$ cat src/rtl/mem_burst_sequencer.sv
// mem_burst_sequencer
//    Bus-side front-end for a 255x32 single-port RAM. Accepts one burst
//    command (start word address, length, direction) and turns it into
//    single-word RAM accesses. Write data comes in on a valid/ready stream.
//    Read data goes out on a valid/ready stream through a small skid FIFO
//    that absorbs the RAM's one-cycle read latency and consumer backpressure.
//
// Ports
//    clk, reset_n            : clock, synchronous active-low reset
//    cmd_valid/cmd_ready     : burst command handshake (ready only in IDLE)
//    cmd_write               : 1 = write burst, 0 = read burst
//    cmd_addr, cmd_len       : start byte address (word aligned), length 1..255
//    wr_data/wr_valid/wr_ready : write data stream
//    rd_data/rd_valid/rd_ready : read data stream (FIFO head)
//    busy, done, err         : status; done/err are one-cycle pulses
//    mem_addr, mem_data_in   : RAM byte address and write data
//    mem_write_enable        : RAM write strobe
//    mem_read_enable         : RAM read strobe
//    mem_data_out            : RAM registered read data (one cycle latency)
//    mem_ready               : RAM ready; no strobe is issued while low
module mem_burst_sequencer #(
   parameter int DATA_W     = 32,
   parameter int ADDR_W     = 16,
   parameter int MAX_WORDS  = 255,
   parameter int FIFO_DEPTH = 2
) (
   input  logic              clk,
   input  logic              reset_n,
   input  logic              cmd_valid,
   output logic              cmd_ready,
   input  logic              cmd_write,
   input  logic [ADDR_W-1:0] cmd_addr,
   input  logic [7:0]        cmd_len,
   input  logic [DATA_W-1:0] wr_data,
   input  logic              wr_valid,
   output logic              wr_ready,
   output logic [DATA_W-1:0] rd_data,
   output logic              rd_valid,
   input  logic              rd_ready,
   output logic              busy,
   output logic              done,
   output logic              err,
   output logic [ADDR_W-1:0] mem_addr,
   output logic [DATA_W-1:0] mem_data_in,
   output logic              mem_write_enable,
   output logic              mem_read_enable,
   input  logic [DATA_W-1:0] mem_data_out,
   input  logic              mem_ready
);

   localparam int PTR_W = (FIFO_DEPTH > 1) ? $clog2(FIFO_DEPTH) : 1;
   localparam int CNT_W = PTR_W + 1;
   localparam int OCC_W = PTR_W + 2;

   typedef enum logic [2:0] {
      S_IDLE,
      S_WRITE,
      S_READ,
      S_DRAIN,
      S_DONE
   } state_t;

   state_t             r_state;
   state_t             w_state_nxt;

   logic [7:0]         r_cur_word;
   logic [7:0]         r_remaining;
   logic               r_inflight;
   logic               r_err;

   logic [DATA_W-1:0]  r_fifo [FIFO_DEPTH];
   logic [PTR_W-1:0]   r_wptr;
   logic [PTR_W-1:0]   r_rptr;
   logic [CNT_W-1:0]   r_count;

   logic [7:0]         w_cmd_word;
   logic [8:0]         w_word_end;
   logic               w_cmd_bad;
   logic               w_cmd_fire;
   logic               w_wr_fire;
   logic               w_pop;
   logic               w_push;
   logic [OCC_W-1:0]   w_occ_after;
   logic               w_issue;

   // ---------------------------------------------------------------
   // Command decode
   // ---------------------------------------------------------------
   assign w_cmd_word = cmd_addr[9:2];
   assign w_word_end = {1'b0, w_cmd_word} + {1'b0, cmd_len};
   assign w_cmd_bad  = (cmd_len == 8'd0)
                     | (cmd_addr[1:0] != 2'b00)
                     | (cmd_addr[ADDR_W-1:10] != '0)
                     | (w_word_end > 9'(MAX_WORDS));
   assign w_cmd_fire = cmd_valid && (r_state == S_IDLE);

   // ---------------------------------------------------------------
   // Access qualification
   // ---------------------------------------------------------------
   assign w_wr_fire = (r_state == S_WRITE) && wr_valid && mem_ready;
   assign w_pop     = (r_count != '0) && rd_ready;
   assign w_push    = r_inflight;

   // A read may only be launched if its data is guaranteed a FIFO slot when
   // it returns next cycle: count what is stored plus what is in flight,
   // minus the entry leaving this cycle.
   assign w_occ_after = OCC_W'(r_count) + OCC_W'(r_inflight) - OCC_W'(w_pop);
   assign w_issue     = (r_state == S_READ) && mem_ready
                     && (r_remaining != 8'd0)
                     && (w_occ_after < OCC_W'(FIFO_DEPTH));

   // ---------------------------------------------------------------
   // FSM: state register
   // ---------------------------------------------------------------
   always_ff @(posedge clk) begin
      if (!reset_n) begin
         r_state <= S_IDLE;
      end else begin
         r_state <= w_state_nxt;
      end
   end

   // ---------------------------------------------------------------
   // FSM: next state
   // ---------------------------------------------------------------
   always_comb begin
      w_state_nxt = r_state;
      case (r_state)
         S_IDLE: begin
            if (w_cmd_fire && !w_cmd_bad) begin
               w_state_nxt = cmd_write ? S_WRITE : S_READ;
            end
         end
         S_WRITE: begin
            if (w_wr_fire && (r_remaining == 8'd1)) begin
               w_state_nxt = S_DONE;
            end
         end
         S_READ: begin
            if (r_remaining == 8'd0) begin
               w_state_nxt = S_DRAIN;
            end
         end
         S_DRAIN: begin
            if (!r_inflight && (r_count == '0)) begin
               w_state_nxt = S_DONE;
            end
         end
         S_DONE: begin
            w_state_nxt = S_IDLE;
         end
         default: begin
            w_state_nxt = S_IDLE;
         end
      endcase
   end

   // ---------------------------------------------------------------
   // FSM: outputs
   // ---------------------------------------------------------------
   always_comb begin
      cmd_ready        = 1'b0;
      busy             = 1'b1;
      done             = 1'b0;
      wr_ready         = 1'b0;
      mem_write_enable = 1'b0;
      mem_read_enable  = 1'b0;
      mem_addr         = '0;
      mem_data_in      = '0;
      case (r_state)
         S_IDLE: begin
            cmd_ready = 1'b1;
            busy      = 1'b0;
         end
         S_WRITE: begin
            wr_ready         = mem_ready;
            mem_write_enable = w_wr_fire;
            mem_addr         = ADDR_W'({r_cur_word, 2'b00});
            mem_data_in      = wr_data;
         end
         S_READ: begin
            mem_read_enable = w_issue;
            mem_addr        = ADDR_W'({r_cur_word, 2'b00});
         end
         S_DONE: begin
            done = 1'b1;
         end
         default: begin
         end
      endcase
   end

   assign err      = r_err;
   assign rd_valid = (r_count != '0);
   assign rd_data  = rd_valid ? r_fifo[r_rptr] : '0;

   // ---------------------------------------------------------------
   // Burst counters, inflight flag, error pulse
   // ---------------------------------------------------------------
   always_ff @(posedge clk) begin
      if (!reset_n) begin
         r_cur_word  <= '0;
         r_remaining <= '0;
         r_inflight  <= 1'b0;
         r_err       <= 1'b0;
      end else begin
         r_err      <= w_cmd_fire && w_cmd_bad;
         r_inflight <= w_issue;
         if (w_cmd_fire && !w_cmd_bad) begin
            r_cur_word  <= w_cmd_word;
            r_remaining <= cmd_len;
         end else if (w_wr_fire || w_issue) begin
            r_cur_word  <= r_cur_word + 8'd1;
            r_remaining <= r_remaining - 8'd1;
         end
      end
   end

   // ---------------------------------------------------------------
   // Read-return skid FIFO
   // ---------------------------------------------------------------
   always_ff @(posedge clk) begin
      if (!reset_n) begin
         for (int unsigned i = 0; i < FIFO_DEPTH; i++) begin
            r_fifo[i] <= '0;
         end
         r_wptr  <= '0;
         r_rptr  <= '0;
         r_count <= '0;
      end else begin
         if (w_push) begin
            r_fifo[r_wptr] <= mem_data_out;
            r_wptr         <= r_wptr + PTR_W'(1);
         end
         if (w_pop) begin
            r_rptr <= r_rptr + PTR_W'(1);
         end
         case ({w_push, w_pop})
            2'b10:   r_count <= r_count + CNT_W'(1);
            2'b01:   r_count <= r_count - CNT_W'(1);
            default: r_count <= r_count;
         endcase
      end
   end

endmodule

$ cat config.mk
export PLATFORM = sky130hd
export DESIGN_NAME = mem_burst_sequencer
export DESIGN_NICKNAME = d
export VERILOG_FILES = /design/src/rtl/mem_burst_sequencer.sv
export SDC_FILE = /design/constraint.sdc
export NUM_CORES = 1
export LEC_CHECK = 0
export BUFFER_PORTS_ARGS = -buffer_cell sky130_fd_sc_hd__buf_2
export CORE_UTILIZATION = 45
export DETAILED_ROUTE_END_ITERATION = 10
export HOLD_SLACK_MARGIN = 0.15
export PLACE_DENSITY = 0.83
export SYNTH_ARGS = -nofsm -noshare
export SYNTH_HDL_FRONTEND = slang
export SYNTH_SLANG_ARGS = --single-unit
$ cat constraint.sdc
create_clock -name clk -period 3.6 [get_ports clk]
set_input_delay 0.18 -clock clk [delete_from_list [all_inputs] [get_ports clk]]
set_output_delay 0.18 -clock clk [all_outputs]
set_load 0.005 [all_outputs]
Word-level counts from Yosys, hierarchy flattened --
Memories as Yosys holds them, arrays and structs flattened. A register that Yosys moved wholly into a read port is not among the register bits. Cells that the tools add are included. Widths: inputs -> output; s select.
Word-level totals: flip-flop bits (word level) 25, RAM bits 64, bits of input ports 95, output and inout bits 88, memories kept 1
Operators by class: add/sub/neg operators 9, $lt $le $gt $ge 2, equality and inequality tests 11, multiplexer cells 29, bitwise gates (word level) 3, reduce and logical (&&, ||, !) cells 27
Memories:
- r_fifo | depth 2, width 32, read ports 1, clocked after memory_dff 1, write ports 2, line 71 | logic [DATA_W-1:0] r_fifo [FIFO_DEPTH];
Operator list (count):
- $mux 32 | 3
- $mux 8 | 4
- $reduce_or 32->1 | 1
- $logic_not 8->1 | 2
- $mux 1 | 14
- $mux 3 | 4
- $pmux 3 s4 | 1
- $logic_and 1x1->1 | 11
- $mux 10 | 1
- $add 8x8->9 | 1
- $gt 9x8->1 const B | 1
- $add 8x1->8 const B | 1
- $eq 8x1->1 const B | 1
- $reduce_bool 2->1 | 4
- $reduce_bool 8->1 | 1
- $sub 8x1->8 const B | 1
- $eq 3x2->1 const B | 2
- $ne 2x1->1 const B | 3
- $reduce_bool 6->1 | 1
- $pmux 2 s2 | 1
- $reduce_and 4->1 | 1
- $add 2x1->3 | 1
- $eq 3x1->1 const B | 1
- $eq 3x3->1 const B | 1
- 15 further kinds | 19

Logic depth before layout (Yosys ltp) --
word-level depth 8, depth in mapped cells 14, gate-level depth less buffers 12

Worst setup path after synthesis --
OpenSTA, ideal clock, no wires.
path type register to register, start point reg r_inflight, end point mem r_fifo[0][0], enable pin, data arrival time 2.738 ns, data required time 3.134 ns, path slack 0.397 ns, cell stages (with the launch flop) 3, buffers on the path 0, period minus slack after synthesis 3.203 ns, path through dfxtp_1 > inv_1 > o21ai_0
RTL lines:
- from (decl) | line 68 | logic r_inflight;
- from (signal assigned) | line 208 | r_inflight <= w_issue;
- to (decl) | line 71

Worst setup path after layout --
start point reg r_count[1], end point reg r_cur_word[2]
Between the ends: longest elaborated chain between the ends 7
Ends and longest elaborated chain:
- from (decl) | line 74 | logic [CNT_W-1:0] r_count;
- from (signal assigned) | line 239 | 2'b10: r_count <= r_count + CNT_W'(1);
- from (signal assigned) | line 240 | 2'b01: r_count <= r_count - CNT_W'(1);
- from (signal assigned) | line 241 | default: r_count <= r_count;
- $reduce_bool 2->1 | line 101 | assign w_pop = (r_count != '0) && rd_ready;
- $logic_and 1x1->1 | line 101
- named net w_pop | line 81 | logic w_pop;
- $sub 3x1->3 | line 107 | assign w_occ_after = OCC_W'(r_count) + OCC_W'(r_inflight) - OCC_W'(w_pop);
- $lt 3x2->1 | line 110 | && (w_occ_after < OCC_W'(FIFO_DEPTH));
- $logic_and 1x1->1 | line 110
- $logic_or 1x1->1 | line 212 | end else if (w_wr_fire || w_issue) begin
- $reduce_bool 2->1 (no line)
- to (signal assigned) | line 210 | r_cur_word <= w_cmd_word;
- to (signal assigned) | line 213 | r_cur_word <= r_cur_word + 8'd1;
- to (decl) | line 66 | logic [7:0] r_cur_word;
The timed path passes the listed nets, and every way through them passes these cells. A chain may end at the register's enable or synchronous reset.

==> flow_summary.ini <==
[floorplanning]
die_y_um = 107.4
floorplan.die.width_um = 107.4
die_area_um2 = 11540
initial_core_util = 0.4613
top_level_ports = 183
std_cell_rows = 38
core_area_um2 = 10840

[synthesis]
yosysSeqAreaShare = 0.4884
ys_top_cells_by_area = sky130_fd_sc_hd__edfxtp_1 38%, sky130_fd_sc_hd__and2_1 14%, sky130_fd_sc_hd__dfxtp_1 10%
synth_enable_flop_cells = 64
yosys_most_used_dff = sky130_fd_sc_hd__edfxtp_1
ys_async_sr_fraction = 0
yosysTopAreaCell = sky130_fd_sc_hd__edfxtp_1
synth_top_area_frac = 0.3843
synth.top_cells.by_count = 113 x sky130_fd_sc_hd__and2_1, 64 x sky130_fd_sc_hd__edfxtp_1, 43 x sky130_fd_sc_hd__nor2_1
synthesis.area_um2 = 5001
syn-instance-count = 483
number_of_flip_flops_and_latches_in_the_synthesized_netlist = 90
synth_cell_types = 54
synthesis.yosys.warnings = 0
syn_avg_cell_area_um2 = 10.35
synth_most_common_cell = sky130_fd_sc_hd__and2_1

[worst_setup_path]
required_ns = 3.84
critPathCaptureType = flip-flop
startpoint_type = flip-flop
path_max_fanout = 19
timing_worst_setup_path_type = reg -> reg
critical_path_arrival_ns = 3.42

[sta]
fin_worst_skew_ns = 0.009713
fmaxAchievable_mhz = 314.4
finalSetupViolations = 0
timing.max_slew.rel_slack = 0.1284
worstMarginPinSlew_ns = 1.300
slew_viol_final = 0
final_min_period_over_clock_period = 0.8837
report.final.hold_viol_count = 0
period_minus_slack_ns = 3.181
grt_setup_unrepaired = no
setup_tns_ns = 0
fin_hold_ws_ns = 0.2036

[global_routing]
first_global_vias = 4004
groute.layer.met3.usage = 0.03087
number_of_antenna_violations_at_the_first_check_in_global_routing = 0
grt_use_met2 = 0.3705
grt-ovfl-total = 0
grt_start_max_net_pins = 42
globalRouteMet1Util = 0.2722
global_route.peak_usage_layer = met2
track_usage = 0.2114
grt_first_pass_wirelength_um = 19000

[clock_tree]
cts_tree = built
cts.repair.resized = 0
worstSkewPairLatency_ns = 0.35
clock-root-buffer = sky130_fd_sc_hd__clkbuf_8
clock-sinks = 90
clock_tree.buffer_depth = 2
cts.htree.levels = 3
cts_inserted_buffers = 9
cts.reportedPaths.clkPinSlew_ns = 0.08

[finish]
fin_nets = 799
final_cell_count_no_fill = 833
areaGrowthSynthToFinish_pct = 30.92
antennaDiodeCount = 0
drive_above_1_share = 0.2987
n_fill_cell = 864

[min_path]
timing.hold.worst.class = in -> reg

[power]
static-leakage-power_nw = 2.901
worst_ir_drop_vdd_v = 0.0001743
powerDensity_nw_per_um2 = 287.2

[routing]
routed_wl_um = 11870
wire_length_per_cell_um = 14.25
routed-via-count = 4126
detail_route.first_pass.iterations = 5
detailedRoute.firstIterationViolations = 171
total_drc_errors_in_the_routed_layout = 0
drt-vias-per-instance = 4.953
antenna_violating_nets_post_route = 0

[placement]
place_hpwl_um = 8145
gp_congestion = 0.8473
dp_cell_count = 772
numPortBuffers = 174

[flow_run]
cap_violations = 0

[run_status]
outcome = completed
## worst max-delay path: stages (launching register included)
cell                       delay, ns
sky130_fd_sc_hd__dfxtp_1        0.37
sky130_fd_sc_hd__nor2_2         0.14
sky130_fd_sc_hd__inv_1          0.05
sky130_fd_sc_hd__and2_1         0.19
sky130_fd_sc_hd__ha_1           0.28
sky130_fd_sc_hd__nand2b_1       0.16
sky130_fd_sc_hd__fa_1           0.38
sky130_fd_sc_hd__xor2_1         0.23
sky130_fd_sc_hd__nor3_4         0.06
sky130_fd_sc_hd__a21oi_2        0.58
sky130_fd_sc_hd__buf_4          0.32
sky130_fd_sc_hd__a21oi_1        0.06
sky130_fd_sc_hd__a31oi_1        0.14
sky130_fd_sc_hd__a21boi_0       0.10
## worst paths after layout
kind / start / to / slack (ns) / depth (start not counted)
min: cmd_addr[9] / r_cur_word[7] / 0.20 / 3
max: r_count[1] / r_cur_word[2] / 0.42 / 13
min reg2reg: r_remaining[7] / r_remaining[7] / 0.55 / 2
max reg2reg: r_count[1] / r_cur_word[2] / 0.42 / 13
## sequential cells by signal, indices dropped and copies added, names as in the netlist, named ones only
| name | count |
|---|---|
| r_fifo | 64 |
| r_count | 2 |
| r_cur_word | 8 |
| r_wptr | 1 |
| r_remaining | 8 |
| err | 1 |
| r_state | 3 |
| r_rptr | 1 |
| r_inflight | 1 |
## layout by cell type (no fill, tap or decap), drive strengths merged, types with 3 or more instances in the layout
| master | netlist | final |
|---|---|---|
| ha | 13 | 13 |
| a21boi | 8 | 8 |
| nor4 | 4 | 4 |
| or3 | 6 | 6 |
| a31oi | 8 | 8 |
| a21oi | 8 | 8 |
| nor3 | 9 | 9 |
| inv | 10 | 10 |
| nor2 | 43 | 43 |
| clkbuf | 17 | 10 |
| clkinv | 1 | 4 |
| nand3 | 12 | 12 |
| and2 | 113 | 113 |
| nand2 | 21 | 21 |
| buf | 19 | 178 |
| edfxtp | 64 | 64 |
| nand2b | 10 | 10 |
| conb | 1 | 8 |
| and3 | 7 | 7 |
| xnor2 | 4 | 4 |
| dlygate4sd3 | 0 | 46 |
| o21ai | 11 | 11 |
| mux2i | 32 | 32 |
| dfxtp | 26 | 26 |
| nand4 | 3 | 3 |
| xor2 | 5 | 5 |
## kinds of logic (layout without fill, tap and decap cells)
family                   after synthesis  count (layout)  synth area share
AO/OA/AOI/OAI                         49              49           0.06580
buffers and inverters                 47             250           0.04828
multiplexers                          33              33           0.06630
XOR/XNOR                               9               9           0.01576
AND/OR/NAND/NOR                      239             239            0.2742
flip-flops                            90              90            0.4884
adder cells (fa/ha/maj)               15              15           0.04053
other                                  1               8         0.0007498
## power by group
part	internal [mW]	switching (mW)	total, mW
clock	0.245	0.340	0.585
combinational	0.0874	0.0718	0.159
sequential	1.13	0.00710	1.14
## layout make-up
| type | count | area (µm²) | area share |
|---|---|---|---|
| clock buffers | 10 | 127.6 | 0.01949 |
| clock inverters | 5 | 32.53 | 0.004968 |
| inverters | 11 | 42.54 | 0.006497 |
| multi-input cells | 353 | 2365 | 0.3612 |
| flip-flops and latches | 90 | 2444 | 0.3732 |
| well taps | 140 | 175.2 | 0.02675 |
| repair buffers | 224 | 1361 | 0.2079 |
## per-layer routing
layer,vias to the layer above,part of all wire
met5,-,0
met4,0,0.012
met3,10,0.047
met2,135,0.50
met1,1922,0.44
li1,2059,-
## per-stage QoR
stage / instance area, µm² / util / setup slack, ns / power [mW]
2_1_floorplan: 5027 / - / 0.3965 / 1.210
3_3_place_gp: 5927 / 0.5467 / 0.5770 / 1.271
3_5_place_dp: 5927 / 0.5467 / 0.4339 / 1.278
4_1_cts: 6548 / 0.6040 / 0.4236 / 1.885
5_1_grt: 6548 / 0.6040 / 0.1220 / 1.950
6_report: 6548 / 0.6040 / 0.4188 / 1.880
## repair_timing
| action | CTS | global route |
|---|---|---|
| setup buffers | 0 | 0 |
| hold buffers | 46 | 0 |
| hold endpoints to repair | 78 | 0 |
(Power assumes the default switching activity.)
